===== config.mk =====
export PLATFORM = sky130hd
export DESIGN_NAME = load_store_unit
export DESIGN_NICKNAME = d
export VERILOG_FILES = /design/src/rtl/lsu_pkg.sv /design/src/rtl/lsu_lane_align.sv /design/src/rtl/load_store_unit.sv
export SDC_FILE = /design/constraint.sdc
export NUM_CORES = 1
export LEC_CHECK = 0
export CAP_MARGIN = 40
export CORE_MARGIN = 2
export CORE_UTILIZATION = 45
export DETAILED_ROUTE_END_ITERATION = 12
export DONT_BUFFER_PORTS = 1
export PLACE_DENSITY = 0.65
export SKIP_CTS_REPAIR_TIMING = 1
export SLEW_MARGIN = 5
export SYNTH_ARGS = -nofsm -noshare
export SYNTH_HDL_FRONTEND = slang
export SYNTH_SLANG_ARGS = --single-unit

===== constraint.sdc =====
create_clock -name clk -period 6.1 [get_ports clk]
set_clock_uncertainty 0.2 [all_clocks]
set_input_delay 1.525 -clock clk [delete_from_list [all_inputs] [get_ports clk]]
set_output_delay 1.525 -clock clk [all_outputs]
set_load 0.05 [all_outputs]

===== src/rtl/lsu_pkg.sv =====
// -----------------------------------------------------------------------------
// lsu_pkg
//   Shared encodings for the load/store unit.
//   - lsu_size_e  : access size carried by req_size
//                   (byte, half, word, reserved)
//   - lsu_state_e : control FSM states of load_store_unit
// -----------------------------------------------------------------------------
package lsu_pkg;

  typedef enum logic [1:0] {
    SIZE_B   = 2'b00,
    SIZE_H   = 2'b01,
    SIZE_W   = 2'b10,
    SIZE_RSV = 2'b11
  } lsu_size_e;

  typedef enum logic [1:0] {
    IDLE = 2'b00,
    RD   = 2'b01,
    WR   = 2'b10,
    RESP = 2'b11
  } lsu_state_e;

endpackage : lsu_pkg


===== src/rtl/lsu_lane_align.sv =====
// -----------------------------------------------------------------------------
// lsu_lane_align
//   Purely combinational little-endian lane handling for the load/store unit.
//   Ports:
//     rd_word     in  32  word read from memory (load source)
//     old_word    in  32  previously captured memory word (store merge base)
//     wdata       in  32  store data; low byte/half used for sub-word stores
//     addr_lo     in  2   byte offset within the word
//     size        in  2   access size (lsu_size_e)
//     is_unsigned in  1   1 zero-extend, 0 sign-extend loads
//     load_data   out 32  extracted and extended load result
//     store_data  out 32  word to write back (merged for sub-word stores)
// -----------------------------------------------------------------------------
module lsu_lane_align
  import lsu_pkg::*;
(
  input  logic [31:0] rd_word,
  input  logic [31:0] old_word,
  input  logic [31:0] wdata,
  input  logic [1:0]  addr_lo,
  input  lsu_size_e   size,
  input  logic        is_unsigned,
  output logic [31:0] load_data,
  output logic [31:0] store_data
);

  logic [7:0]  byte_lane;
  logic [15:0] half_lane;

  always_comb begin
    // NOTE: every output of a combinational block gets a default first so no
    // path leaves it unassigned and no latch is inferred.
    load_data  = rd_word;
    store_data = wdata;

    // Byte lane = addr[1:0]*8, half lane = addr[1]*16.
    byte_lane = rd_word[{addr_lo, 3'b000} +: 8];
    half_lane = rd_word[{addr_lo[1], 4'b0000} +: 16];

    unique case (size)
      SIZE_B: begin
        load_data  = is_unsigned ? {24'h0, byte_lane} : {{24{byte_lane[7]}}, byte_lane};
        store_data = old_word;
        store_data[{addr_lo, 3'b000} +: 8] = wdata[7:0];
      end
      SIZE_H: begin
        load_data  = is_unsigned ? {16'h0, half_lane} : {{16{half_lane[15]}}, half_lane};
        store_data = old_word;
        store_data[{addr_lo[1], 4'b0000} +: 16] = wdata[15:0];
      end
      default: begin
        load_data  = rd_word;
        store_data = wdata;
      end
    endcase
  end

endmodule : lsu_lane_align


===== src/rtl/load_store_unit.sv =====
// -----------------------------------------------------------------------------
// load_store_unit
//   Initiator side of a word-addressed data-memory port (sync write, comb read).
//   Accepts byte/half/word loads and stores from the execute stage, extracts and
//   extends load lanes, and performs read-modify-write for sub-word stores.
//   Misaligned, reserved-size and out-of-range accesses complete with rsp_err.
//   Ports:
//     clk, rst        clock; asynchronous active-high reset
//     req_valid/ready request handshake (ready only in IDLE)
//     req_we          1 store, 0 load
//     req_size        00 byte, 01 half, 10 word, 11 reserved
//     req_unsigned    loads: 1 zero-extend, 0 sign-extend
//     req_addr        byte address
//     req_wdata       store data
//     rsp_valid       one-cycle completion pulse
//     rsp_rdata       extended load data (0 for stores/errors), held
//     rsp_err         error flag, held
//     mem_we/a/wd     memory write enable, word-aligned byte address, data
//     mem_rd          memory read data, combinational from mem_a
//   Latency accept->rsp_valid: error 1, load 2, word store 2, sub-word store 3.
// -----------------------------------------------------------------------------
module load_store_unit
  import lsu_pkg::*;
#(
  parameter int unsigned MEM_WORDS = 1024,
  parameter int unsigned ADDR_W    = 32
) (
  input  logic              clk,
  input  logic              rst,
  input  logic              req_valid,
  output logic              req_ready,
  input  logic              req_we,
  input  logic [1:0]        req_size,
  input  logic              req_unsigned,
  input  logic [ADDR_W-1:0] req_addr,
  input  logic [31:0]       req_wdata,
  output logic              rsp_valid,
  output logic [31:0]       rsp_rdata,
  output logic              rsp_err,
  output logic              mem_we,
  output logic [ADDR_W-1:0] mem_a,
  output logic [31:0]       mem_wd,
  input  logic [31:0]       mem_rd
);

  localparam logic [63:0] MEM_BYTES = 64'(MEM_WORDS) * 64'd4;

  lsu_state_e        state_q, state_d;
  logic              we_q, we_d;
  lsu_size_e         size_q, size_d;
  logic              unsigned_q, unsigned_d;
  logic [ADDR_W-1:0] addr_q, addr_d;
  logic [31:0]       wdata_q, wdata_d;
  logic [31:0]       old_q, old_d;
  logic [31:0]       rsp_rdata_q, rsp_rdata_d;
  logic              rsp_err_q, rsp_err_d;

  logic              req_err;
  logic [31:0]       load_data;
  logic [31:0]       store_data;

  lsu_lane_align u_lane_align (
    .rd_word     (mem_rd),
    .old_word    (old_q),
    .wdata       (wdata_q),
    .addr_lo     (addr_q[1:0]),
    .size        (size_q),
    .is_unsigned (unsigned_q),
    .load_data   (load_data),
    .store_data  (store_data)
  );

  // Evaluated on exactly the fields being latched at acceptance, so the
  // decision equals one made on the latched copy but costs no extra cycle.
  always_comb begin
    req_err = (req_size == SIZE_RSV)
            | ((req_size == SIZE_H) & req_addr[0])
            | ((req_size == SIZE_W) & (req_addr[1:0] != 2'b00))
            | (64'(req_addr) >= MEM_BYTES);
  end

  always_comb begin
    state_d     = state_q;
    we_d        = we_q;
    size_d      = size_q;
    unsigned_d  = unsigned_q;
    addr_d      = addr_q;
    wdata_d     = wdata_q;
    old_d       = old_q;
    rsp_rdata_d = rsp_rdata_q;
    rsp_err_d   = rsp_err_q;

    unique case (state_q)
      IDLE: begin
        if (req_valid) begin
          we_d       = req_we;
          size_d     = lsu_size_e'(req_size);
          unsigned_d = req_unsigned;
          addr_d     = req_addr;
          wdata_d    = req_wdata;
          if (req_err) begin
            state_d     = RESP;
            rsp_err_d   = 1'b1;
            rsp_rdata_d = 32'h0;
          end else if (req_we && (req_size == SIZE_W)) begin
            state_d = WR;
          end else begin
            // Loads and sub-word stores both need the current word first.
            state_d = RD;
          end
        end
      end
      RD: begin
        if (we_q) begin
          old_d   = mem_rd;
          state_d = WR;
        end else begin
          rsp_rdata_d = load_data;
          rsp_err_d   = 1'b0;
          state_d     = RESP;
        end
      end
      WR: begin
        rsp_rdata_d = 32'h0;
        rsp_err_d   = 1'b0;
        state_d     = RESP;
      end
      RESP: begin
        state_d = IDLE;
      end
      default: state_d = IDLE;
    endcase
  end

  // NOTE: sequential state uses non-blocking assignments so every flop samples
  // its _d value from before the edge; the async reset clears all of them.
  always_ff @(posedge clk or posedge rst) begin
    if (rst) begin
      state_q     <= IDLE;
      we_q        <= 1'b0;
      size_q      <= SIZE_B;
      unsigned_q  <= 1'b0;
      addr_q      <= '0;
      wdata_q     <= 32'h0;
      old_q       <= 32'h0;
      rsp_rdata_q <= 32'h0;
      rsp_err_q   <= 1'b0;
    end else begin
      state_q     <= state_d;
      we_q        <= we_d;
      size_q      <= size_d;
      unsigned_q  <= unsigned_d;
      addr_q      <= addr_d;
      wdata_q     <= wdata_d;
      old_q       <= old_d;
      rsp_rdata_q <= rsp_rdata_d;
      rsp_err_q   <= rsp_err_d;
    end
  end

  // Memory-side controls decode straight from the state register, so an async
  // reset in WR drops mem_we immediately and no partial write can land.
  assign req_ready = (state_q == IDLE);
  assign rsp_valid = (state_q == RESP);
  assign mem_we    = (state_q == WR);
  assign mem_a     = ((state_q == RD) || (state_q == WR)) ? {addr_q[ADDR_W-1:2], 2'b00} : '0;
  assign mem_wd    = (state_q == WR) ? store_data : 32'h0;
  assign rsp_rdata = rsp_rdata_q;
  assign rsp_err   = rsp_err_q;

endmodule : load_store_unit


* Word-level counts from Yosys, hierarchy flattened
Cells that the tools add are included.
** Cells by class
- Reduce and logical (&&, ||, !) cells :: 9
- Equality and inequality tests :: 10
- $lt $le $gt $ge :: 1
- Shift-type cells :: 6
- Bitwise gates (word level) :: 5
- Multiplexer cells :: 21
- $add $sub $neg :: 2
** Operators with widths (count)
- 2-to-1 mux 32 bit :: 7
- case mux 32 bit (2 select lines) :: 2
- case mux 32 bit (3 select lines) :: 1
- bitwise mux 32 bit :: 2
- >= comparator 32 x 13 -> 1 bit, second input constant :: 1
- variable shift 16 x 7 -> 32 bit, first input constant :: 1
- variable shift 8 x 7 -> 32 bit, first input constant :: 1
- variable part select 16 x 7 -> 32 bit :: 1
- variable part select 32 x 6 -> 16 bit :: 1
- variable part select 32 x 6 -> 8 bit :: 1
- variable part select 8 x 7 -> 32 bit :: 1
- negator 5 -> 7 bit :: 2
- == test 2 bit, second input constant :: 4
- case mux 2 bit (4 select lines) :: 1
- == test 2 x 1 -> 1 bit, second input constant :: 3
- 2-to-1 mux 2 bit :: 3
- logical NOT 2 bit :: 2
- 2-to-1 mux 1 bit :: 4
- != test 2 bit, second input constant :: 2
- AND reduction 2 bit :: 2
- AND reduction 4 bit :: 1
- bitwise OR 1 bit :: 3
- case mux 1 bit (3 select lines) :: 1
- nonzero test 3 bit :: 1
- other kinds (5) :: 6
** Word-level totals
- Logic and storage cells :: 63
- Register bits after elaboration :: 135
- Output and inout bits :: 100

* Depth between registers and ports, before layout
Gate-level depths: netlist of run 1.
- Word-level depth :: 8
- Gate-level depth with buffers :: 9

* Modules after synthesis
A second synthesis of run 1 with hierarchy kept.
** Unflattened totals
- Cell total of the unflattened synthesis :: 698
- Area total of the unflattened synthesis :: 7454.6 µm²
** Modules (own cells, without submodules)
- load_store_unit :: cells each 429, times used 1, area each 5735.5 µm², seq. area each 3378.2 µm²
- lsu_lane_align :: cells each 269, times used 1, area each 1719.1 µm², seq. area each 0.0 µm²

* Worst setup path after synthesis of run 1
No wires, ideal clock.
- Kind :: register -> output
- From :: register addr_q[1]
- To :: output mem_wd[31]
- Cell stages (with the launch flop) :: 10
- Path buffers :: 2
- Data required time :: 4375 ps
- Setup slack :: 1850 ps
- Arrival :: 2525 ps
- Cells stage by stage :: dfrtp_1 -> buf_6 -> inv_1 -> ha_1 -> nor4bb_1 -> clkbuf_1 -> a221oi_1 -> a211oi_1 -> a21oi_1 -> nor2b_1
** On the way
- Longest elaborated chain between the ends :: 5
- Elaborated cells on any way between the ends :: 10
** RTL lines
- start, declared :: line load_store_unit.sv:52 : logic [ADDR_W-1:0] addr_q, addr_d;
- start signal, assigned :: line load_store_unit.sv:153 : addr_q <= addr_d;
- negator 5 -> 7 bit (on tied branches) :: line lsu_lane_align.sv:49, lsu_lane_align.sv:44
- variable part select 16 x 7 -> 32 bit (tied with other cells) :: line lsu_lane_align.sv:49 : store_data[{addr_lo[1], 4'b0000} +: 16] = wdata[15:0];
- bitwise mux 32 bit (on tied branches) :: line lsu_lane_align.sv:49, lsu_lane_align.sv:44
- case mux 32 bit (2 select lines) (*) :: line lsu_lane_align.sv:40 : unique case (size)
- 2-to-1 mux 32 bit (*) :: line load_store_unit.sv:167 : assign mem_wd = (state_q == WR) ? store_data : 32'h0;
- end, declared :: line load_store_unit.sv:42 : output logic [31:0] mem_wd,
Every way passes the cells marked *; elsewhere a longest branch is shown, timed or not.

* Worst setup path after layout of run 1
- From :: register addr_q[0]
- To :: output mem_wd[21]
** On the way
- Longest elaborated chain between the ends :: 5
- Elaborated cells on any way between the ends :: 6
** RTL lines
- negator 5 -> 7 bit (*) :: line lsu_lane_align.sv:44 : store_data[{addr_lo, 3'b000} +: 8] = wdata[7:0];
- variable part select 8 x 7 -> 32 bit or variable shift 8 x 7 -> 32 bit (tied branches) :: line lsu_lane_align.sv:44
- bitwise mux 32 bit (*) :: line lsu_lane_align.sv:44
- case mux 32 bit (2 select lines) (*) :: line lsu_lane_align.sv:40
- 2-to-1 mux 32 bit (*) :: line load_store_unit.sv:167
Marked as above.

==> results of run 1 <==
==> per-stage QoR <==
stage                     utilization  setup slack, ns
final                           0.516             1.30
after CTS                       0.516             1.35
after global placement          0.479             1.96
after floorplan                     -            0.764
after detailed placement        0.479             1.82
after global routing            0.516             1.07
==> worst max-delay path by stage <==
| stage | from | endpoint | slack, ns | depth (start not counted) |
|---|---|---|---|---|
| 2_1_floorplan | rst | addr_q[0]$_DFFE_PP0P_ | 0.76 | 1 |
| 3_3_place_gp | addr_q[0]$_DFFE_PP0P_ | mem_wd[21] | 1.96 | 8 |
| 3_5_place_dp | addr_q[0]$_DFFE_PP0P_ | mem_wd[19] | 1.82 | 8 |
| 4_1_cts | addr_q[0]$_DFFE_PP0P_ | mem_wd[19] | 1.35 | 8 |
| 5_1_grt | addr_q[0]$_DFFE_PP0P_ | mem_wd[18] | 1.07 | 8 |
| 6_report | addr_q[0]$_DFFE_PP0P_ | mem_wd[21] | 1.30 | 8 |
==> layer usage <==
layer  GRT usage  share of wire  up-vias
li1            -              -     2374
met1       0.303           0.40     2629
met2       0.379           0.48      256
met3      0.0820          0.089       56
met4       0.102          0.033        2
met5           0        0.00035        -
==> worst max-delay path, stage by stage, from the launching register on <==
cell	delay, ns
dfrtp_1	0.62
inv_1	0.16
ha_1	0.37
and4bb_2	0.27
inv_1	0.04
o21ai_0	0.58
a221oi_1	0.22
nor2_1	0.17
buf_4	0.22
==> cell families (layout without fill, tap and decap cells) <==
group                    after synthesis  after routing  synth area share
multiplexers                         113            113             0.176
buffers and inverters                 70            101            0.0453
AO/OA/AOI/OAI                        153            153             0.171
other                                  1              2          0.000524
AND/OR/NAND/NOR                      155            155             0.118
adder cells (fa/ha/maj)                9              9            0.0157
flip-flops                           135            135             0.472
==> final cells by class <==
class	instances	area (sq um)
clock buffers	17	425
multi-input cells	432	3460
flip-flops and latches	135	3380
inverters	27	106
fillers	1416	7600
clock inverters	15	163
well taps	216	270
repair buffers	42	315
==> Yosys cell counts (8+ instances only) <==
master	n	area, sq um
dfrtp_1	135	3380
mux2_2	93	1050
nand2_1	40	150
nor2_1	34	128
o21ai_0	32	160
a221oi_1	30	263
and2_1	30	188
inv_1	26	97.6
o2bb2ai_1	22	193
nor2b_1	20	125
clkbuf_1	19	71.3
mux2i_1	18	180
a21oi_1	14	70.1
a211oi_1	10	75.1
nand2b_1	10	62.6
ha_1	9	113
o221ai_1	9	78.8
o2bb2ai_2	9	135
a222oi_1	8	80.1
a31oi_1	8	50.1
buf_1	8	30.0
==> sequential cells by signal (all words and copies together), names as in the netlist <==
signal      flops
addr_q         32
old_q          32
rsp_err         1
rsp_rdata      32
size_q          2
state_q         2
unsigned_q      1
wdata_q        32
we_q            1
==> impl_results.md, run 1 <==
- Final Hold Slack: 0.301 ns
- Clock tree buffer depth: 2
- Via-per-instance ratio: ~6
- Total Neg Setup Slack: 0 ns
- Total number of vias: around 5300
- Tightest Pin Transition: roughly 0.94 ns
- Final cell count without fillers: 884
- Antenna cells: 0
- Layout cell share with drive strength beyond 1: 0.283
- Synth Register Bits: around 140
- WL final: 20.1 mm
- Ys flop type: dfrtp_1
- Worst Hold Depth: 1
- Most common cell after layout, fill and taps aside: dfrtp_1
- CP arrival: 3.08 ns
- HP Start: addr_q[5]$_DFFE_PP0P_
- Post-DRT Antenna Nets: 0
- Ys Warns: 0
- CTS Buf Count: 17
- First-pass GRT wire length: 30.2 mm
- # rows: between 40 and 50
- DR WL/cell: 22.7 um
- Crit path max fanout: 13
- CTS tree: built
- Fraction of registers with async set/reset: 1.00
- Most frequent cells in the layout: 135 x dfrtp_1, 93 x mux2_2, 42 x buf_4, 39 x nand2_1, 34 x nor2_1
- Clock Pin Slew Worst Setup and Hold Paths: ~0.060 ns
- Max-Cap Viols: 0
- Clk Latency, worst-skew pair: between 0.4 and 0.5 ns
- RR Startpoint: state_q[0]$_DFFE_PP0N_
- Initial Utilization: 0.455
- Post-Syn Instances: 636
- Post-route design area: 0.00811 sq mm
- Placed Cells: 852
- Relative slew slack: 0.376
- GRT overflow: 0
- HP Class: reg -> reg
- Final hold vios: 0
- Initial antenna violation count: 1
- Vias in the first global route: ~5200
- Pre-Repair DR Iteration Count: 5
- Io pins: 203
- Total core area: about 0.016 sq mm
- Clk root buf: clkbuf_16
- Placer Congestion: between 0.9 and 1
- RSZ-0062 raised after global routing: no
- Synth cell types: 53
- DRC viols: 0
- CP Capture Type: output port
- Crit Path Class: reg -> out
- Register area share after synthesis: 0.472
- Final setup vio count: 0
- Placed inst area: 0.00753 sq mm
- Avg Inst Size Synth: approximately 11 sq um
- Die area: between 0.015 and 0.02 sq mm
- Chip width: between 100 and 150 um
- Worst reg2reg endpoint: wdata_q[22]$_DFFE_PP0P_
- Post-synth EDFFs: 0
- Setup slack, reg-to-reg: between 3 and 4 ns
- F_max: about 0.21 GHz
- Final Max Tran Viols: 0
- Status: finished, final reports clean
- Final nets: about 770
- Worst EP required: ~4.4 ns
- Period Utilization, post-route: 0.787
- Mapped Area: 0.00715 sq mm
- Port Buffers: 0
- Die height: approximately 130 um
- Final Critical Period: 4.80 ns
- H-Tree Depth: 4
- CP startpoint kind: flop
- Clock sinks: between 100 and 150
- All-Layer GR Usage: 0.240
- Synth-to-layout area growth: 13.5%
- Depth of the most critical reg-to-reg path: 5
- Post-DP HPWL: about 15 mm
- First DRT Iteration DRCs: 520
- Hold EP: addr_q[5]$_DFFE_PP0P_
- Largest net degree at the start of global routing: between 90 and 100
Power of run 1 is not shown: default switching activity piles up to over one toggle a cycle in this logic, so the estimate is an artifact.
==> run 2, diff against run 1 <==
--- a/config.mk
+++ b/config.mk
@@ -10,7 +10,7 @@
 export CORE_UTILIZATION = 45
 export DETAILED_ROUTE_END_ITERATION = 12
 export DONT_BUFFER_PORTS = 1
-export PLACE_DENSITY = 0.65
+export PLACE_DENSITY = 0.67
 export SKIP_CTS_REPAIR_TIMING = 1
 export SLEW_MARGIN = 5
 export SYNTH_ARGS = -nofsm -noshare
==> constraint.sdc (replaced) <==
create_clock -name clk -period 4 [get_ports clk]
set_clock_uncertainty 0.2 [all_clocks]
set_input_delay 1 -clock clk [delete_from_list [all_inputs] [get_ports clk]]
set_output_delay 1 -clock clk [all_outputs]
set_load 0.05 [all_outputs]
==> run 2 against run 1 <==
Wire length is 1.7% higher; via count is 0.30% lower; global-route usage increased by 0.52 points; hold slack worse by 0.056 ns; design area is 1.8% higher; critical endpoint is now mem_wd[27]; die area is the same; clock-buffer cell count did not move; sequential share of layout area shrank 0.75 points; worst setup slack lost 1.1 ns.
==> impl_results.md, run 2 (synthesis gave the netlist of run 1 again) <==
- Status: finished, final reports clean
- Worst reg2reg endpoint: rsp_err$_DFFE_PP0P_
- Critical Path End: mem_wd[27]
- Final hold vios: 0 (unchanged)
- Depth of the most critical reg-to-reg path: 7 (+2)
- Io pins: 203 (unchanged)
- All-Layer GR Usage: 0.246 (+0.00518)
- Setup slack, reg-to-reg: 1.09 ns (-2.00 ns)
- Most common cell after layout, fill and taps aside: dfrtp_1
- Final Critical Period: approximately 3.8 ns
- Placed Cells: 859 (+0.82%)
- Relative slew slack: 0.464 (+0.0887)
- CP startpoint kind: flop
- CP Launch Point: addr_q[1]$_DFFE_PP0P_
- Die area: 0.0169 sq mm (unchanged)
- Initial antenna violation count: 0 (-1)
- CP Capture Type: output port
- Synth-to-layout area growth: 15.5%
- Die height: 130 um (unchanged)
- H-Tree Depth: 4 (unchanged)
- Clock Pin Slew Worst Setup and Hold Paths: 0.06 ns (about the same)
- Final setup vio count: 0 (unchanged)
- Clk Latency, worst-skew pair: 0.42 ns (about the same)
- Worst EP required: 2.80 ns (-1.58 ns)
- Sequential Area: 0.00338 sq mm (unchanged)
- Port Buffers: 0 (unchanged)
- Largest net degree at the start of global routing: 53 (-42%)
- Crit path max fanout: 8 (-5)
- RR Startpoint: state_q[1]$_DFFE_PP0N_
- Max-Cap Viols: 0 (unchanged)
- RSZ-0062 raised after global routing: no
- Placer Congestion: 0.902 (-3.0%)
- First DRT Iteration DRCs: 466 (-10%)
- DRC viols: 0 (unchanged)
- DR WL/cell: 22.9 um (+0.95%)
- Period Utilization, post-route: 0.959
- CTS Buf Count: 17 (unchanged)
- Final Max Tran Viols: 0 (unchanged)
- Layout cell share with drive strength beyond 1: 0.290 (+0.00744)
- Tightest Pin Transition: 0.804 ns (-0.133 ns)
- Final-layout fill cell count: 1355 (-4.3%)
- Pre-Repair DR Iteration Count: 5 (unchanged)
- Crit Path Class: reg -> out
- Vias in the first global route: 5337 (+2.9%)
- Antenna cells: 0 (unchanged)
- Final cell count without fillers: 891 (+0.79%)
- First-pass GRT wire length: 31.0 mm (+2.9%)
- HP Class: in -> async
- Total number of vias: 5301 (-0.30%)
- Chip width: 130 um (unchanged)
- Most frequent cells in the layout: 135 x dfrtp_1, 93 x mux2_2, 45 x buf_4, 39 x nand2_1, 34 x nor2_1
- CTS tree: built
- Clock sinks: 135 (unchanged)
- Initial Utilization: 0.455 (unchanged)
- Multi-input gate area: 0.00346 sq mm (unchanged)
- # rows: 46 (unchanged)
- Via-per-instance ratio: 5.95 (-1.1%)
- Post-DP HPWL: 15.0 mm (+2.3%)
- Post-layout util: 0.526 (+0.00948)
- Final nets: 774 (+0.91%)
- Total core area: 0.0157 sq mm (unchanged)
- F_max: roughly 0.26 GHz
- Clock tree buffer depth: 2 (unchanged)
- Post-DRT Antenna Nets: 0 (unchanged)
- Clk root buf: clkbuf_16
- WL final: 20.4 mm (+1.7%)
- CP arrival: 2.63 ns (-0.45 ns)
- GRT overflow: 0 (unchanged)
-- run 2: layout make-up --
cell class              instances  share of cell area
clock buffers                  17              0.0515
clock inverters                15              0.0260
inverters                      27              0.0127
multi-input cells             432               0.418
flip-flops and latches        135               0.409
well taps                     216              0.0327
repair buffers                 49              0.0500
-- run 2: how the worst min path moves through the flow --
stage | end | slack [ns] | depth (start not counted) | startpoint
2_1_floorplan | addr_q[10]$_DFFE_PP0P_ | 0.27 | 1 | addr_q[10]$_DFFE_PP0P_
3_3_place_gp | addr_q[20]$_DFFE_PP0P_ | 0.28 | 1 | addr_q[20]$_DFFE_PP0P_
3_5_place_dp | addr_q[16]$_DFFE_PP0P_ | 0.29 | 1 | addr_q[16]$_DFFE_PP0P_
4_1_cts | old_q[5]$_DFFE_PP0P_ | 0.23 | 1 | rst
5_1_grt | old_q[5]$_DFFE_PP0P_ | 0.24 | 1 | rst
6_report | old_q[1]$_DFFE_PP0P_ | 0.25 | 1 | rst
-- run 2: worst max-delay path, cell delays in order, from the launching register on --
cell      delay (ns)
dfrtp_1         0.39
inv_1           0.17
ha_1            0.31
nor4bb_1        0.37
buf_4           0.23
a221oi_1        0.09
a211oi_1        0.26
a21oi_1         0.07
nor2b_1         0.13
buf_4           0.21
-- run 2: per-layer routing --
layer	global-route usage	wire length, um	vias to the layer above
met5	0	0	-
met4	0.132	876	0
met3	0.0890	1900	57
met2	0.378	9570	254
met1	0.303	8070	2615
li1	-	-	2375
-- run 2: metrics by stage --
| stage | setup WS [ns] | setup TNS [ns] | hold WS (ns) | instance area (sq um) |
|---|---|---|---|---|
| 2_1_floorplan | 0.275 | 0 | 0.271 | 7160 |
| 3_3_place_gp | 0.548 | 0 | 0.282 | 7590 |
| 3_5_place_dp | 0.444 | 0 | 0.286 | 7610 |
| 4_1_cts | -0.0137 | -0.0137 | 0.233 | 8260 |
| 5_1_grt | 0.00497 | 0 | 0.240 | 8260 |
| 6_report | 0.165 | 0 | 0.246 | 8260 |
Power of run 2 is left out for the same reason.
